**src/rtl/iq_mixer_dump_if.sv**
```systemverilog
// iq_mixer_dump_if: sample/LO input and I/Q output handshake bundle for iq_mixer_dump
// Ports: in_valid/in_data/cos/sin (sample + LO words), out_valid/out_ready/i_out/q_out (I/Q pair), overrun (sticky drop flag)
// master: drives samples and out_ready; slave: the mixer side
interface iq_mixer_dump_if #(
  parameter int DATA_W = 12,
  parameter int LO_W = 9,
  parameter int ACC_W = 25
);
  logic in_valid;
  logic signed [DATA_W-1:0] in_data;
  logic signed [LO_W-1:0] cos;
  logic signed [LO_W-1:0] sin;
  logic out_valid;
  logic out_ready;
  logic signed [ACC_W-1:0] i_out;
  logic signed [ACC_W-1:0] q_out;
  logic overrun;
  modport master (
    output in_valid, in_data, cos, sin, out_ready,
    input out_valid, i_out, q_out, overrun
  );
  modport slave (
    input in_valid, in_data, cos, sin, out_ready,
    output out_valid, i_out, q_out, overrun
  );
endinterface

```
**src/rtl/iq_mixer_dump.sv**
```systemverilog
// iq_mixer_dump: quadrature mix of ADC samples with DDS cos/sin, integrate-and-dump over DECIM samples
// Ports: clk, rst (sync active-high), bus (slave modport of iq_mixer_dump_if)
module iq_mixer_dump #(
  parameter int DATA_W = 12,
  parameter int LO_W = 9,
  parameter int DECIM = 16,
  parameter int ACC_W = 25
) (
  input logic clk,
  input logic rst,
  iq_mixer_dump_if.slave bus
);
  localparam int PW = DATA_W + LO_W;
  localparam int CW = $clog2(DECIM);
  logic v1;
  logic signed [PW-1:0] p_i, p_q;
  logic [CW-1:0] cnt;
  logic signed [ACC_W-1:0] acc_i, acc_q, res_i, res_q;
  logic dump;
  logic out_valid, overrun;
  logic signed [ACC_W-1:0] i_out, q_out;
  always_ff @(posedge clk) begin
    if (rst) begin
      v1 <= 1'b0;
      p_i <= '0;
      p_q <= '0;
    end else begin
      v1 <= bus.in_valid;
      if (bus.in_valid) begin
        p_i <= PW'(bus.in_data) * PW'(bus.cos);
        p_q <= PW'(bus.in_data) * PW'(bus.sin);
      end
    end
  end
  always_comb begin
    dump = v1 && (cnt == CW'(DECIM - 1));
    res_i = acc_i + ACC_W'(p_i);
    res_q = acc_q + ACC_W'(p_q);
  end
  always_ff @(posedge clk) begin
    if (rst) begin
      cnt <= '0;
      acc_i <= '0;
      acc_q <= '0;
    end else if (v1) begin
      cnt <= dump ? '0 : cnt + CW'(1);
      acc_i <= dump ? '0 : res_i;
      acc_q <= dump ? '0 : res_q;
    end
  end
  // A frame completing while the held pair is still unaccepted is dropped, not queued.
  always_ff @(posedge clk) begin
    if (rst) begin
      out_valid <= 1'b0;
      overrun <= 1'b0;
      i_out <= '0;
      q_out <= '0;
    end else if (dump) begin
      if (!out_valid || bus.out_ready) begin
        out_valid <= 1'b1;
        i_out <= res_i;
        q_out <= res_q;
      end else begin
        overrun <= 1'b1;
      end
    end else if (out_valid && bus.out_ready) begin
      out_valid <= 1'b0;
    end
  end
  assign bus.out_valid = out_valid;
  assign bus.overrun = overrun;
  assign bus.i_out = i_out;
  assign bus.q_out = q_out;
endmodule

```
**src/flat_wrapper.sv**
```systemverilog
// flat-port wrapper written by rule: the top's interface ports become plain ports
module iq_mixer_dump_flat 
#(
  parameter int DATA_W = 12,
  parameter int LO_W = 9,
  parameter int DECIM = 16,
  parameter int ACC_W = 25
)
  (clk, rst, bus_in_valid, bus_in_data, bus_cos, bus_sin, bus_out_ready, bus_out_valid, bus_i_out, bus_q_out, bus_overrun);
  iq_mixer_dump_if #(.DATA_W(DATA_W), .LO_W(LO_W), .ACC_W(ACC_W)) bus_i ();
  input logic clk;
  input logic rst;
  input wire logic [$bits(bus_i.in_valid)-1:0] bus_in_valid;
  input wire logic [$bits(bus_i.in_data)-1:0] bus_in_data;
  input wire logic [$bits(bus_i.cos)-1:0] bus_cos;
  input wire logic [$bits(bus_i.sin)-1:0] bus_sin;
  input wire logic [$bits(bus_i.out_ready)-1:0] bus_out_ready;
  output wire logic [$bits(bus_i.out_valid)-1:0] bus_out_valid;
  output wire logic [$bits(bus_i.i_out)-1:0] bus_i_out;
  output wire logic [$bits(bus_i.q_out)-1:0] bus_q_out;
  output wire logic [$bits(bus_i.overrun)-1:0] bus_overrun;
  assign bus_i.in_valid = bus_in_valid;
  assign bus_i.in_data = bus_in_data;
  assign bus_i.cos = bus_cos;
  assign bus_i.sin = bus_sin;
  assign bus_i.out_ready = bus_out_ready;
  assign bus_out_valid = bus_i.out_valid;
  assign bus_i_out = bus_i.i_out;
  assign bus_q_out = bus_i.q_out;
  assign bus_overrun = bus_i.overrun;
  iq_mixer_dump #(.DATA_W(DATA_W), .LO_W(LO_W), .DECIM(DECIM), .ACC_W(ACC_W)) u_core (.clk(clk), .rst(rst), .bus(bus_i));
endmodule
```
**config.mk**
```make
export PLATFORM = sky130hd
export DESIGN_NAME = iq_mixer_dump_flat
export DESIGN_NICKNAME = d
export VERILOG_FILES = /design/src/rtl/iq_mixer_dump_if.sv /design/src/rtl/iq_mixer_dump.sv /design/src/flat_wrapper.sv
export SDC_FILE = /design/constraint.sdc
export NUM_CORES = 1
export LEC_CHECK = 0
export ABC_AREA = 1
export BUFFER_PORTS_ARGS = -buffer_cell sky130_fd_sc_hd__buf_2
export CAP_MARGIN = 0
export CORE_UTILIZATION = 67
export CTS_CLUSTER_DIAMETER = 30
export DETAILED_ROUTE_END_ITERATION = 16
export GPL_TIMING_DRIVEN = 0
export PLACE_DENSITY = 0.86
export SETUP_SLACK_MARGIN = 0.5
export SLEW_MARGIN = 0
export SYNTH_ARGS = -nofsm -noshare
export SYNTH_HDL_FRONTEND = slang
export SYNTH_SLANG_ARGS = --single-unit
```
**constraint.sdc**
```tcl
create_clock -name clk -period 16.6 [get_ports clk]
set_clock_uncertainty 0.05 [all_clocks]
set_input_delay 2.49 -clock clk [delete_from_list [all_inputs] [get_ports clk]]
set_output_delay 2.49 -clock clk [all_outputs]
set_load 0.01 [all_outputs]
```
==> results.yml <==
finish:
  stdcell_count: 3031
  syn_to_final_growth_pct: 8.02
  fillers: 2098
  ff_latch_area_sq_mm: 0.00298
  antenna_cells: 0
  layout-drive-gt1-share_pct: 5.44
  multi_input_area_sq_mm: 0.0119
  nets: 3043
grt:
  grt_usage_pct: 36.4
  grt_start_max_net_pins: 17
  overflow: 0
  grt_pass1_vias: 15900
  grt_pass1_wl_mm: 75.9
  antenna_found_initial: 0
floorplan:
  rows: 58
  dieArea_sq_mm: 0.0266
  fp.dieW_microns: 163
  fp.dieH_microns: 163
  core_sq_mm: 0.0253
  start_util_pct: 68.5
  pin_count: 86
sta:
  slew_viol_final: 0
  setup_tns_ns: 0
  rsz0062_at_grt: "false"
  finalCritPeriodShare_pct: 43.9
  setup_viol: 0
  layout_min_cycle_time_ns: 7.28
  hold_violations: 0
  layout_setup_ws_ns: 9.32
  fmax_mhz: 137
  slew_headroom_pct: 47.8
  tightest_slew_ns: 0.784
route:
  vias: 16400
  first_iter_violations: 1314
  dr.pass1.iters: 6
  drtAntennaViolNets: 0
  drc: 0
  routed_via_density: 5.42
  wl_per_cell_microns: 15.5
  finalWirelength_mm: 46.9
clock_tree:
  cts_root_buf: "clkbuf_16"
  cts-htree-levels: 4
  clk_pin_slew_ns: 0.07
  cts_buffer_depth: 2
  cts_hold_buf: 0
  insertion_delay_ns: 0.43
  cts_tree: "built"
  cts.repair.resized: 0
  cts.sinks: 149
  cts_setup_buffers: 0
  cts_made_buffers: 17
setup_path:
  cp-start-kind: "input port"
  critPathKind: "input port to flip-flop"
  crit_arrival_ns: 7.55
  endpoint_kind: "flip-flop"
  cp.required_ns: 16.87
  crit_fanout: 10
power_and_ir_drop:
  p_seq_share_pct: 16.6
  p_sw_share_pct: 50.1
  ir_drop_mv: 0.149
  power_frac_clock_pct: 15.4
  power.density_mw_per_mm2: 143
  p_int_mw: 1.34
  power_frac_comb_pct: 68.1
  p_leak_nw: 11.1
  p_sw_mw: 1.35
logic_synthesis:
  synthesis.area_sq_mm: 0.0174
  yosys_warnings: 0
  synth.area.top_cells: "fa_1 21%, nand2_1 17%, dfxtp_1 17%, inv_1 12%, ha_1 9.9%"
  synth.yosys.seq_area_share_pct: 17.2
  synthCells: 2598
  ys_ff_latch: 149
  synth_largest_area_cell: "fa_1"
  avgSynthCellArea_sq_um: 6.68
  synth.top_cell.area_share_pct: 21.2
  ys_types: 42
  syn_nets: 2953
place:
  place_inst: 2999
  dp_hpwl_mm: 38.0
  dpl_worst_slack_ns: 8.92
  globalplace.congestion: 0.973
  io_buffers: 71
outcome:
  status: "finished clean"
worst_hold_path:
  hold_path_class: "flip-flop to flip-flop"
flow_run:
  cap_viol_max_count: 0
-- metrics by stage --
step	hold slack, ns	area (sq um)	total power [mW]	util [%]
detailed placement	0.414	18100	2.24	71.6
floorplan	0.398	17400	1.82	-
CTS	0.423	18800	2.67	74.0
finish	0.421	18800	2.69	74.0
global route	0.438	18800	2.97	74.0
global placement	0.406	18100	2.18	71.6
-- synthesized netlist by cell type, drive strengths merged --
master / count
xnor2: 10
and2: 3
nand3b: 22
buf: 20
a211oi: 1
nor3: 1
xor2: 29
or2: 9
ha: 137
o211a: 1
o211ai: 13
inv: 553
a31oi: 1
clkinv: 2
o22ai: 2
o21ai: 66
fa: 184
clkbuf: 66
a21o: 5
o21bai: 4
dfxtp: 149
o21a: 2
nand3: 107
a21boi: 1
nor2: 249
nand4: 24
nand2: 814
a22oi: 2
a21oi: 121
-- worst max-delay path: stages --
cell and delay (ns):
clkbuf_1 0.40, clkbuf_1 0.53, nand2_1 0.16, fa_1 0.56, inv_1 0.05, fa_1 0.51
inv_1 0.06, fa_1 0.53, inv_1 0.05, fa_1 0.38, fa_1 0.48, ha_1 0.36
a21oi_1 0.22, nand2_1 0.15, a21boi_1 0.24, or2_1 0.16, a21oi_1 0.07, nor2_1 0.12
nor2_1 0.05
-- placed cells by master (no fill, tap or decap), drive strengths merged --
master,n
xor2,29
nand4,24
nand2,814
o21a,2
and2,3
bufinv,3
nor2,249
dfxtp,149
xnor2,10
a31oi,1
or2,9
ha,137
clkinvlp,1
o21ai,66
nand3b,22
a21o,5
o21bai,4
o22ai,2
a21oi,121
nand3,107
inv,557
a21boi,1
buf,91
nor3,1
fa,184
o211ai,13
a211oi,1
o211a,1
a22oi,2
clkbuf,86
clkinv,6
-- registers in the layout (all words and copies together), names as in the netlist --
signal                count
u_core.v1                 1
u_core.cnt                4
u_core.p_i               21
u_core.bus.out_valid      1
u_core.p_q               21
u_core.acc_q             25
u_core.bus.q_out         25
u_core.bus.overrun        1
u_core.acc_i             25
u_core.bus.i_out         25
-- kinds of logic (layout without fill, tap and decap cells) --
group | Yosys count | count (layout) | share of synthesized area, %
AOI/OAI and AO/OA | 219 | 219 | 6.80
xor gates and xnor gates | 39 | 39 | 1.97
adders and majority gates | 321 | 321 | 31.1
buffers and inverters | 641 | 744 | 14.1
DFF | 149 | 149 | 17.2
and+or+nand+nor | 1229 | 1229 | 28.8
-- final cells by class --
type	instances	area share (%)
buffer	86	1.99
clock buffer	20	2.44
clock inverter	12	0.887
inverter	555	11.1
multi-input combinational	1808	63.6
sequential	149	15.9
tap	330	2.20
timing repair buffer	71	1.90
-- power groups by stage --
| stage | clock network (mW) | logic [mW] | registers [mW] |
|---|---|---|---|
| after global routing | 0.429 | 2.09 | 0.448 |
| after floorplan | 0 | 1.39 | 0.433 |
| after global placement | 0 | 1.73 | 0.449 |
| after CTS | 0.413 | 1.81 | 0.443 |
| final | 0.413 | 1.83 | 0.445 |
| after detailed placement | 0 | 1.79 | 0.451 |
-- per-layer routing --
layer / global-route usage, % / vias to the layer above / share of wire, %
met5: 0 / - / 0
met4: 14.1 / 0 / 3.4
met3: 5.17 / 122 / 8.1
met2: 62.2 / 710 / 47
met1: 46.5 / 7638 / 42
li1: - / 7969 / -
-- worst paths after layout --
path / slack, ns / cells past startpoint / end / start
setup / recovery: 9.32 / 19 / u_core.p_q[19]$_SDFFE_PP0P_ / bus_in_data[7]
hold / removal: 0.42 / 2 / u_core.acc_q[17]$_SDFFE_PP0P_ / u_core.acc_q[17]$_SDFFE_PP0P_
setup reg to reg: 14.20 / 12 / u_core.bus.q_out[14]$_SDFFE_PP0P_ / u_core.p_q[0]$_SDFFE_PP0P_
hold reg to reg: 0.42 / 2 / u_core.acc_q[17]$_SDFFE_PP0P_ / u_core.acc_q[17]$_SDFFE_PP0P_
(Power assumes the default switching activity.)
